## src/rtl/fp_div_result_stage_pkg.sv

```systemverilog
// Shared IEEE-754 class/exception flag layout and buffer occupancy encoding for the divider
// result stage.
package fp_div_result_stage_pkg;

  // Result class bits (one-hot qFlags)
  localparam int NTYPES    = 6;
  localparam int SNAN      = 5;
  localparam int QNAN      = 4;
  localparam int INFINITY  = 3;
  localparam int ZERO      = 2;
  localparam int NORMAL    = 1;
  localparam int SUBNORMAL = 0;

  // Exception bits
  localparam int NEXCEPTIONS  = 5;
  localparam int INVALID      = 4;
  localparam int DIVIDEBYZERO = 3;
  localparam int OVERFLOW     = 2;
  localparam int UNDERFLOW    = 1;
  localparam int INEXACT      = 0;

  typedef enum logic [1:0] {
    StEmpty,
    StOne,
    StTwo
  } occ_e;

endpackage

```

## src/rtl/fp_skid_buf.sv

```systemverilog
// Generic 2-entry valid/ready buffer; in_ready and all out_* come straight from flops so no
// combinational path crosses it.
module fp_skid_buf
  import fp_div_result_stage_pkg::*;
#(
  parameter int unsigned W = 8
) (
  input  logic         clk,
  input  logic         rst,
  input  logic         in_valid,
  output logic         in_ready,
  input  logic [W-1:0] in_data,
  output logic         out_valid,
  input  logic         out_ready,
  output logic [W-1:0] out_data
);

  occ_e         state;
  logic [W-1:0] skid_data;
  logic         accept;
  logic         deliver;

  assign accept  = in_valid & in_ready;
  assign deliver = out_valid & out_ready;

  always_ff @(posedge clk or posedge rst) begin
    if (rst) begin
      state     <= StEmpty;
      in_ready  <= 1'b1;
      out_valid <= 1'b0;
      out_data  <= '0;
      skid_data <= '0;
    end else begin
      case (state)
        StEmpty: begin
          if (accept) begin
            out_data  <= in_data;
            out_valid <= 1'b1;
            state     <= StOne;
          end
        end
        StOne: begin
          if (accept && deliver) begin
            out_data <= in_data;
          end else if (accept) begin
            skid_data <= in_data;
            in_ready  <= 1'b0;
            state     <= StTwo;
          end else if (deliver) begin
            out_valid <= 1'b0;
            state     <= StEmpty;
          end
        end
        StTwo: begin
          // Older entry sits in main, so the skid entry is next in line.
          if (deliver) begin
            out_data <= skid_data;
            in_ready <= 1'b1;
            state    <= StOne;
          end
        end
        default: state <= StEmpty;
      endcase
    end
  end

endmodule

```

## src/rtl/fp_div_result_stage.sv

```systemverilog
// Registered result stage after the combinational divider: skid-buffered {q, qFlags, exception},
// sticky exception status with clear, and a saturating completed-operation counter.
module fp_div_result_stage
  import fp_div_result_stage_pkg::*;
#(
  parameter int NEXP = 5,
  parameter int NSIG = 10,
  parameter int CNTW = 16
) (
  input  logic                   clk,
  input  logic                   rst,
  input  logic                   in_valid,
  output logic                   in_ready,
  input  logic [NEXP+NSIG:0]     in_q,
  input  logic [NTYPES-1:0]      in_qflags,
  input  logic [NEXCEPTIONS-1:0] in_exc,
  output logic                   out_valid,
  input  logic                   out_ready,
  output logic [NEXP+NSIG:0]     out_q,
  output logic [NTYPES-1:0]      out_qflags,
  output logic [NEXCEPTIONS-1:0] out_exc,
  input  logic                   status_clr,
  output logic [NEXCEPTIONS-1:0] status,
  output logic [CNTW-1:0]        op_count
);

  localparam int unsigned PW = NEXP + NSIG + 1 + NTYPES + NEXCEPTIONS;

  logic [PW-1:0]          in_payload;
  logic [PW-1:0]          out_payload;
  logic                   accept;
  logic [NEXCEPTIONS-1:0] status_d;

  assign in_payload = {in_q, in_qflags, in_exc};
  assign {out_q, out_qflags, out_exc} = out_payload;
  assign accept = in_valid & in_ready;

  fp_skid_buf #(
    .W (PW)
  ) u_skid_buf (
    .clk       (clk),
    .rst       (rst),
    .in_valid  (in_valid),
    .in_ready  (in_ready),
    .in_data   (in_payload),
    .out_valid (out_valid),
    .out_ready (out_ready),
    .out_data  (out_payload)
  );

  // New exceptions are ORed in after the clear, so a same-cycle set survives.
  always_comb begin
    status_d = status & ~{NEXCEPTIONS{status_clr}};
    if (accept) status_d = status_d | in_exc;
  end

  always_ff @(posedge clk or posedge rst) begin
    if (rst) begin
      status   <= '0;
      op_count <= '0;
    end else begin
      status <= status_d;
      if (accept && (op_count != {CNTW{1'b1}})) op_count <= op_count + 1'b1;
    end
  end

endmodule

```

## config.mk

```make
export PLATFORM = sky130hd
export DESIGN_NAME = fp_div_result_stage
export DESIGN_NICKNAME = d
export VERILOG_FILES = /design/src/rtl/fp_div_result_stage_pkg.sv /design/src/rtl/fp_skid_buf.sv /design/src/rtl/fp_div_result_stage.sv
export SDC_FILE = /design/constraint.sdc
export NUM_CORES = 1
export LEC_CHECK = 0
export CORE_MARGIN = 2
export CORE_UTILIZATION = 50
export CTS_CLUSTER_DIAMETER = 150
export DETAILED_ROUTE_END_ITERATION = 12
export PLACE_DENSITY_LB_ADDON = 0.05
export SLEW_MARGIN = 30
export SYNTH_ARGS = -nofsm -noshare
export SYNTH_HDL_FRONTEND = slang
export SYNTH_SLANG_ARGS = --single-unit
```

## constraint.sdc

```tcl
create_clock -name clk -period 2.9 [get_ports clk]
set_input_delay 0.435 -clock clk [delete_from_list [all_inputs] [get_ports clk]]
set_output_delay 0.435 -clock clk [all_outputs]
set_load 0.03 [all_outputs]
```

### After elaboration in Yosys (flattened, before gate mapping)

Cells that the tools add are included.

| storage, ports and cells | value |
|---|---|
| bits in registers | 79 |
| output and inout bits | 50 |
| logic and storage cells | 56 |
| input bits | 32 |

| cells by class | value |
|---|---|
| add/sub/neg operators | 1 |
| equal/unequal tests | 11 |
| bitwise gates (word level) | 6 |
| reduce and logical (&&, ||, !) cells | 11 |
| mux-type cells | 20 |

Operator list:

| cell | count |
|---|---|
| 27-bit two-way mux | 3 |
| 27-bit one-hot mux with 3 select lines | 1 |
| 16-bit by 1-bit adder with 16-bit output (second input constant) | 1 |
| 16-bit != test (second input constant) | 1 |
| 4-bit AND reduction | 3 |
| 2-bit two-way mux | 5 |
| 2-bit != test (second input constant) | 4 |
| 1-bit two-way mux | 7 |
| 2-bit by 1-bit != test with 1-bit output (second input constant) | 3 |
| 2-bit one-hot mux with 3 select lines | 1 |
| 5-bit AND | 1 |
| 5-bit two-way mux | 1 |
| 5-bit inverter | 1 |
| 5-bit OR | 1 |
| 5-bit AND reduction | 1 |
| 1-bit one-hot mux with 2 select lines | 2 |
| 2-bit nonzero test | 2 |
| 3-bit by 2-bit != test with 1-bit output (second input constant) | 1 |
| 3-bit AND reduction | 1 |
| 3-bit nonzero test | 1 |
| 1-bit AND | 2 |
| 2-bit by 1-bit == test with 1-bit output (second input constant) | 1 |
| 2-bit == test (second input constant) | 1 |
| 1-bit logical AND | 2 |
| 2 further kinds | 2 |

### Longest topological paths before layout

Gate-level depths: netlist (run 1).

| logic depth | value |
|---|---|
| depth in word-level cells | 5 |
| mapped depth | 6 |
| gate-level depth less buffers | 5 |

### By module

From an unflattened synthesis (run 1), not the netlist that was laid out.

| second synthesis, totals | value |
|---|---|
| cells, all modules | 261 |
| area, all modules | 3686.0 sq um |

Modules (own cells, without submodules):

| module | times used | area each (sq um) | cells each |
|---|---|---|---|
| fp_skid_buf | 1 | 2641.3 | 166 |
| fp_div_result_stage | 1 | 1044.8 | 95 |

### Worst setup path after synthesis (run 1)

No wires, ideal clock.

| timing path | value |
|---|---|
| path kind | register -> register |
| start | register op_count[0] |
| end | register op_count[1] |
| setup time | 128 ps |
| arrival time | 1912 ps |
| period minus slack after synthesis | 2040 ps |
| cell stages (with the launch flop) | 7 |
| path buffers | 1 |
| slack | 860 ps |
| cell sequence | dfrtp_1 > ha_1 > nand2_1 > or4_4 > buf_6 > o21ai_2 > mux2_1 |

| on the way | value |
|---|---|
| cells in the longest elaborated chain, start to end | 2 |

Ends and longest elaborated chain:

| item | RTL line | RTL |
|---|---|---|
| start, declared | fp_div_result_stage.sv:24 | `output logic [CNTW-1:0] op_count` |
| start signal, assigned | fp_div_result_stage.sv:63 | `if (accept && (op_count != {CNTW{1'b1}})) op_count <= op_count + 1'b1;` |
| parallel branches: the longest is 2 deep, another holds 16-bit by 1-bit adder with 16-bit output | - |  |

Parallel ways; which one is timed is not known.
A chain may end at the register's enable or synchronous reset.

### Worst setup path in the final report (run 1)

| timing path | value |
|---|---|
| start | register u_skid_buf.in_ready |
| end | output in_ready |

RTL lines:

| item | RTL line | RTL |
|---|---|---|
| start, declared | fp_skid_buf.sv:11 | `output logic in_ready,` |
| start signal, assigned | fp_skid_buf.sv:29 | `in_ready <= 1'b1;` |
| start signal, assigned | fp_skid_buf.sv:47 | `in_ready <= 1'b0;` |
| start signal, assigned | fp_skid_buf.sv:58 | `in_ready <= 1'b1;` |
| end, declared | fp_div_result_stage.sv:13 | `output logic in_ready,` |

No word-level cell between the ends.

==> out/qor.yml, run 1 <==
outcome: "complete, no violations"
slowest_delay_ns: 0.69
grt_pass1_vias: 2299
vdd_drop_max_mv: 0.256
fp.dieArea_sq_um: 7780
antenna_cells: 0
synth_cells: 265
drv_slew: 0
cts_buffer_depth: 2
drtPass1Iterations: 4
start_util_pct: 51.9
required_ns: 2.47
power.switching_mw: 0.433
wl_per_cell_um: 15.0
crit_buf_inv: 1
layout-drive-gt1-share_pct: 33.0
totalWireLength_um: 6830
hold_viol_final: 0
tightest_slew_ns: 0.745
rsz0062_at_grt: "false"
fmax_mhz: 488
critPathCapture: "in_ready"
ys_types: 41
overflow: 0
dp_hpwl_um: 4660
ys_warn_count: 0
crit_slowest_cell: "clkdlybuf4s50_1"
rows: 30
setup_slack_ns: 0.851
min_period_ns: 2.05
dpl_cell_area_sq_um: 4490
syn-num-nets: 298
ant_nets: 0
yosysSeqAreaShare_pct: 55.8
post_cts_resized: 0
final_common_cell: "mux2_2"
die_h_um: 88.2
pwr-share-seq_pct: 53.2
fin_util_pct: 68.8
syn_area_sq_um: 3540
r2r_end: "op_count[1]"
die_x_um: 88.2
root_buffer: "clkbuf_8"
place_ws_ns: 0.658
grt_pass1_wl_um: 11400
fin_nets: 386
worst-path-max-fanout: 6
antenna_found_initial: 0
cp_cell_sequence: "clkdlybuf4s50_1"
route.vias.total: 2357
clkSinkCount: 79
p_int_mw: 1.63
clk-insertion-delay-late_ns: 0.34
final_cell_area_sq_um: 4700
port_buffers: 81
hold_path_class: "input port to async pin"
cp-end-kind: "primary output"
ios: 82
grt_max_degree: 40
setup_violations: 0
synth-seq-cells: 79
place_congestion: 0.760
path_clk_slew_ns: 0.08
core_area_sq_um: 6830
path_class: "register to primary output"
final_cell_mix: "mux2_2, clkdlybuf4s50_1, dfrtp_1"
critPathLaunchType: "register"
cts_hold_buf: 0
post-cts-setup-buffer-count: 0
power_density_nw_per_um2: 439
cp_data_arrival_time_ns: 1.61
r2r_start: "op_count[0]"
drv_cap: 0
drc: 0
p_comb_share_pct: 4.6
p_leak_nw: 2.12
fin_skew_ns: 0.00588
synth_edf_count: 0
nFillCells: 527
drt_iter0_markers: 117
cts_tree: "done"
viasPerCell: 5.19
crit_start: "u_skid_buf.in_ready"
cts_made_buffers: 9
ys.flop_type: "dfrtp_1"
track_usage_pct: 19.1
synthArstFlopShare_pct: 100
syn_avg_cell_area_sq_um: 13.4
post-route-period-util_pct: 70.6
report.power.total_mw: 2.07
path_depth: 1
netSwitchingFraction_pct: 21.0
crit_family: "buffers and inverters"
relSlewSlack_pct: 50.3
final.setup.tns_ns: 0
syn_to_final_growth_pct: 32.7
rr_worst_depth: 5
r2r_setup_slack_ns: 0.99
clockPowerShare_pct: 42.2
htreeDepth: 3
==> power groups by stage <==
| stage | Clock, mW | Sequential, mW | Combinational (mW) |
|---|---|---|---|
| floorplan | 0 | 1.12 | 0.0336 |
| CTS | 0.891 | 1.10 | 0.0975 |
| global placement | 0 | 1.12 | 0.0960 |
| global route | 0.948 | 1.10 | 0.106 |
| finish | 0.872 | 1.10 | 0.0946 |
| detailed placement | 0 | 1.12 | 0.0970 |
==> stage by stage <==
| stage | hold slack, ns | cells |
|---|---|---|
| finish | 0.507 | 454 |
| global route | 0.516 | 454 |
| CTS | 0.505 | 454 |
| detailed placement | 0.488 | 438 |
| global placement | 0.482 | 438 |
| floorplan | 0.474 | 265 |
==> synthesized netlist by cell type (3+ instances only) <==
cell / instances / share of area, %
o21a_1: 3 / 0.64
dfrtp_1: 78 / 55
o21ai_0: 8 / 1.1
nor2_1: 6 / 0.64
nand2_1: 13 / 1.4
mux2_2: 82 / 26
clkbuf_1: 4 / 0.42
nand4_1: 6 / 1.1
nand3_1: 8 / 1.1
a21oi_1: 6 / 0.85
buf_2: 4 / 0.56
xnor2_1: 3 / 0.74
inv_1: 7 / 0.74
==> layout make-up <==
| type | count | area (sq um) | area share (%) |
|---|---|---|---|
| multi-input combinational | 168 | 1490 | 31.7 |
| timing repair buffer | 88 | 876 | 18.6 |
| inverter | 7 | 27.5 | 0.585 |
| clock inverter | 7 | 87.6 | 1.86 |
| clock buffer | 9 | 124 | 2.63 |
| tap | 96 | 120 | 2.55 |
| sequential | 79 | 1980 | 42.1 |
==> worst reg2reg max path, cell delays in order (launching register included) <==
cell and delay (ns):
dfrtp_1 0.45, ha_1 0.20, nand2_1 0.11, or4_4 0.49
o21ai_2 0.20, mux2_1 0.33
==> state kept, by name (all words and copies together), names as in the netlist <==
signal,count
u_skid_buf.in_ready,1
status,5
u_skid_buf.out_data,27
op_count,16
u_skid_buf.out_valid,1
u_skid_buf.skid_data,27
u_skid_buf.state,2
==> per-layer routing <==
layer	GRT usage, %	wire length, um	vias up
met3	6.31	401	6
met4	6.34	76	0
met5	0	0	-
met1	25.8	3100	1154
li1	-	-	1129
met2	29.5	3250	68
==> cell families (layout without fill, tap and decap cells) <==
| logic type | after synthesis | in the layout | synth area share [%] |
|---|---|---|---|
| flip-flops | 79 | 79 | 55.8 |
| AO/OA/AOI/OAI | 28 | 28 | 5.65 |
| XOR/XNOR | 5 | 5 | 1.24 |
| AND/OR/NAND/NOR | 50 | 50 | 7.80 |
| adder cells (fa/ha/maj) | 1 | 1 | 0.353 |
| multiplexers | 84 | 84 | 26.7 |
| buffers and inverters | 18 | 111 | 2.47 |
==> how the worst min path moves through the flow <==
stage | from | endpoint | slack (ns) | cells after the start
6_report | rst | u_skid_buf.out_data[23] | 0.51 | 2
5_1_grt | u_skid_buf.out_data[26] | u_skid_buf.out_data[26] | 0.52 | 1
4_1_cts | u_skid_buf.skid_data[3] | u_skid_buf.skid_data[3] | 0.51 | 1
3_5_place_dp | u_skid_buf.skid_data[23] | u_skid_buf.skid_data[23] | 0.49 | 1
3_3_place_gp | u_skid_buf.skid_data[0] | u_skid_buf.skid_data[0] | 0.48 | 1
2_1_floorplan | u_skid_buf.skid_data[14] | u_skid_buf.skid_data[14] | 0.47 | 1
No activity file was read; power rests on OpenSTA's default activity.
==> run 2: changes to the inputs <==
- clock period: 2.9 -> 2.1 ns (I/O delays scaled with it)
==> out/qor.yml, run 2 (synthesis gave the netlist of run 1 again) <==
report.power.total_mw: 2.87
crit_family: "buffers and inverters"
core_area_sq_um: 6830
route.vias.total: 2414
final_cell_mix: "mux2_2, clkdlybuf4s50_1, dfrtp_1"
cp-end-kind: "primary output"
ant_nets: 0
nFillCells: 533
fin_util_pct: 70.1
htreeDepth: 3
final.setup.tns_ns: 0
post-route-period-util_pct: 91.5
place_ws_ns: 0.0104
syn_to_final_growth_pct: 35.2
crit_slowest_cell: "clkdlybuf4s50_1"
layout-drive-gt1-share_pct: 33.5
final_common_cell: "mux2_2"
critPathLaunchType: "register"
path_class: "register to primary output"
place_congestion: 0.792
fp.dieArea_sq_um: 7780
ios: 82
hold_viol_final: 0
totalWireLength_um: 6830
rr_worst_depth: 4
rsz0062_at_grt: "false"
drv_slew: 0
dp.cells: 444
cts_buffer_depth: 2
r2r_setup_slack_ns: 0.23
root_buffer: "clkbuf_8"
die_h_um: 88.2
drv_cap: 0
track_usage_pct: 18.8
post_cts_resized: 0
rows: 30
overflow: 0
crit_buf_inv: 1
cts_hold_buf: 0
r2r_start: "op_count[8]"
wl_per_cell_um: 14.9
r2r_end: "op_count[1]"
antenna_cells: 0
setup_violations: 0
grt_pass1_vias: 2365
fmax_mhz: 520
dpl_cell_area_sq_um: 4580
antenna_found_initial: 0
start_util_pct: 51.9
cts_made_buffers: 9
drtPass1Iterations: 4
largestRegisters: "u_skid_buf.out_data: 27 flops, u_skid_buf.skid_data: 27 flops, op_count: 16 flops"
holdWs_ns: 0.323
fin_nets: 392
fin_skew_ns: 0.0106
drc: 0
instances_no_fill: 460
viasPerCell: 5.25
required_ns: 1.78
drt_iter0_markers: 51
tightest_slew_ns: 0.431
clkSinkCount: 79
path_clk_slew_ns: 0.08
port_buffers: 81
grt_max_degree: 37
cp_data_arrival_time_ns: 1.61
p_leak_nw: 2.16
hold_path_class: "input port to async pin"
die_x_um: 88.2
clk-insertion-delay-late_ns: 0.34
relSlewSlack_pct: 71.0
slowest_delay_ns: 0.68
vdd_drop_max_mv: 0.368
final_cell_area_sq_um: 4790
dp_hpwl_um: 4870
setup_slack_ns: 0.179
cp_cell_sequence: "clkdlybuf4s50_1"
min_period_ns: 1.92
worst-path-max-fanout: 6
outcome: "complete, no violations"
grt_pass1_wl_um: 11300
post-cts-setup-buffer-count: 0
cts_tree: "done"
power_density_nw_per_um2: 599
==> run 2: changes by cell type in the layout (fill, tap and decap cells not counted) <==
cell and change:
clkbuf_1 +2, clkinv_2 -4, buf_4 +3, buf_12 +3
clkinv_4 +2
==> run 2: per-layer routing <==
metal,GRT usage [%],share of wire [%],up-vias
li1,-,-,1149
met1,25.8,47,1200
met2,29.7,47,57
met3,4.34,4.4,8
met4,6.20,1.3,0
met5,0,0,-
==> run 2: final cells by class <==
type                            instances  area (sq um)  share of cell area [%]
Clock inverter                          5          82.6                    1.72
Multi-Input combinational cell        168          1490                    31.1
Tap cell                               96           120                    2.51
Inverter                                7          30.0                   0.627
Sequential cell                        79          1980                    41.3
Timing Repair Buffer                   94           958                    20.0
Clock buffer                           11           131                    2.74
==> run 2: how the worst max path moves through the flow <==
| stage | cells past startpoint | slack [ns] | start | to |
|---|---|---|---|---|
| final | 1 | 0.18 | u_skid_buf.in_ready | in_ready |
| after floorplan | 6 | 0.06 | op_count[0] | op_count[1] |
| after CTS | 1 | 0.16 | u_skid_buf.in_ready | in_ready |
| after global placement | 6 | 0.04 | in_valid | u_skid_buf.skid_data[3] |
| after global routing | 5 | 0.11 | op_count[0] | op_count[1] |
| after detailed placement | 6 | 0.01 | in_valid | u_skid_buf.skid_data[7] |
==> run 2: power breakdown <==
part	total [mW]	switching, mW	internal, mW	leakage (nW)
sequential	1.52	0.0000000000000000975	1.52	1.10
clock	1.21	0.541	0.673	0.107
combinational	0.134	0.0557	0.0784	0.959
total	2.87	0.596	2.27	2.16
==> run 3: changes to the inputs <==
- CORE_MARGIN: 2 -> 8
==> out/qor.yml, run 3 (synthesis gave the netlist of run 1 again) <==
wl_per_cell_um: 15.9
drv_cap: 0
rows: 30
final.setup.tns_ns: 0
setup_slack_ns: 0.185
vdd_drop_max_mv: 0.456
crit_buf_inv: 1
port_buffers: 81
post_cts_resized: 0
drc: 0
cts_buffer_depth: 2
drt_iter0_markers: 44
start_util_pct: 51.9
crit_slowest_cell: "clkdlybuf4s50_1"
viasPerCell: 5.19
final_common_cell: "mux2_2"
syn_to_final_growth_pct: 33.7
route.vias.total: 2377
required_ns: 1.78
dpl_cell_area_sq_um: 4540
fin_nets: 390
critPathLaunchType: "register"
final_cell_mix: "mux2_2, clkdlybuf4s50_1, dfrtp_1"
place_ws_ns: 0.0351
hold_viol_final: 0
dp.cells: 442
place_congestion: 0.750
grt_pass1_wl_um: 12100
core_area_sq_um: 6830
crit_family: "buffers and inverters"
min_period_ns: 1.92
fmax_mhz: 522
grt_max_degree: 80
power_density_nw_per_um2: 583
tightest_slew_ns: 0.422
die_h_um: 100
die_x_um: 100
path_class: "register to primary output"
final_cell_area_sq_um: 4740
cp_data_arrival_time_ns: 1.60
fin_skew_ns: 0.00946
instances_no_fill: 458
cp_cell_sequence: "clkdlybuf4s50_1"
path_clk_slew_ns: 0.07
drtPass1Iterations: 4
htreeDepth: 3
setup_violations: 0
outcome: "complete, no violations"
p_leak_nw: 2.13
post-cts-setup-buffer-count: 0
cts_hold_buf: 0
grt_pass1_vias: 2525
slowest_delay_ns: 0.69
cts_made_buffers: 9
multi_input_area_sq_um: 1500
regArea_sq_um: 1980
antenna_found_initial: 0
drv_slew: 0
cts_tree: "done"
largestRegisters: "u_skid_buf.out_data: 27 flops, u_skid_buf.skid_data: 27 flops, op_count: 16 flops"
layout-drive-gt1-share_pct: 33.4
post-route-period-util_pct: 91.2
overflow: 0
hold_path_class: "input port to async pin"
report.power.total_mw: 2.76
cp-end-kind: "primary output"
root_buffer: "clkbuf_8"
worst-path-max-fanout: 6
dp_hpwl_um: 5150
clkSinkCount: 79
antenna_cells: 0
relSlewSlack_pct: 71.9
track_usage_pct: 15.1
nFillCells: 539
rsz0062_at_grt: "false"
ios: 82
totalWireLength_um: 7290
fp.dieArea_sq_um: 10000
ant_nets: 0
clk-insertion-delay-late_ns: 0.33
run 3: changes by cell type in the layout (fill, tap and decap cells not counted):
cell	previous run	this run
nor2b_2	1	0
bufinv_16	2	1
clkinvlp_4	1	4
buf_12	4	2
clkinv_4	2	0
clkbuf_8	9	10
clkbuf_1	2	1
nor2b_4	0	1
run 3: routing by layer:
metal / routed length [um] / global-route usage [%] / vias to the layer above
li1: - / - / 1139
met1: 3220 / 17.9 / 1172
met2: 3490 / 24.7 / 57
met3: 485 / 5.19 / 9
met4: 91 / 5.58 / 0
met5: 0 / 0 / -
run 3: power by group:
group          leakage (nW)  internal [mW]         switching (mW)  total (mW)
logic                 0.940         0.0760                 0.0553       0.131
registers              1.10           1.52  0.0000000000000000956        1.52
clock network        0.0916          0.580                  0.532        1.11
run 3: area by class of cell:
class                           count  area share, %
Sequential cell                    79           41.7
Timing Repair Buffer               92           19.4
Multi-Input combinational cell    168           31.5
Tap cell                           96           2.53
Clock inverter                      5           1.21
Clock buffer                       11           2.98
Inverter                            7          0.633
run 3: path summary, 6_finish.rpt:
check | start | to | slack (ns) | cells past startpoint
max | u_skid_buf.in_ready | in_ready | 0.18 | 1
min | rst | u_skid_buf.out_data[1] | 0.44 | 3
max reg2reg | op_count[0] | op_count[1] | 0.26 | 5
min reg2reg | u_skid_buf.skid_data[8] | u_skid_buf.skid_data[8] | 0.50 | 1
max in group asynchronous | rst | u_skid_buf.out_valid | 1.32 | 3
min in group clk | u_skid_buf.skid_data[8] | u_skid_buf.skid_data[8] | 0.50 | 1
run 3: metrics by stage:
step	hold slack, ns	util [%]
final	0.440	69.4
after detailed placement	0.487	66.5
after CTS	0.462	69.4
after global routing	0.478	69.4
after floorplan	0.411	-
after global placement	0.483	66.5
run 3: worst min-delay path, delay by kind of cell:
kind | cells | cell delay (ns)
buf+inv | 3 | 0.87
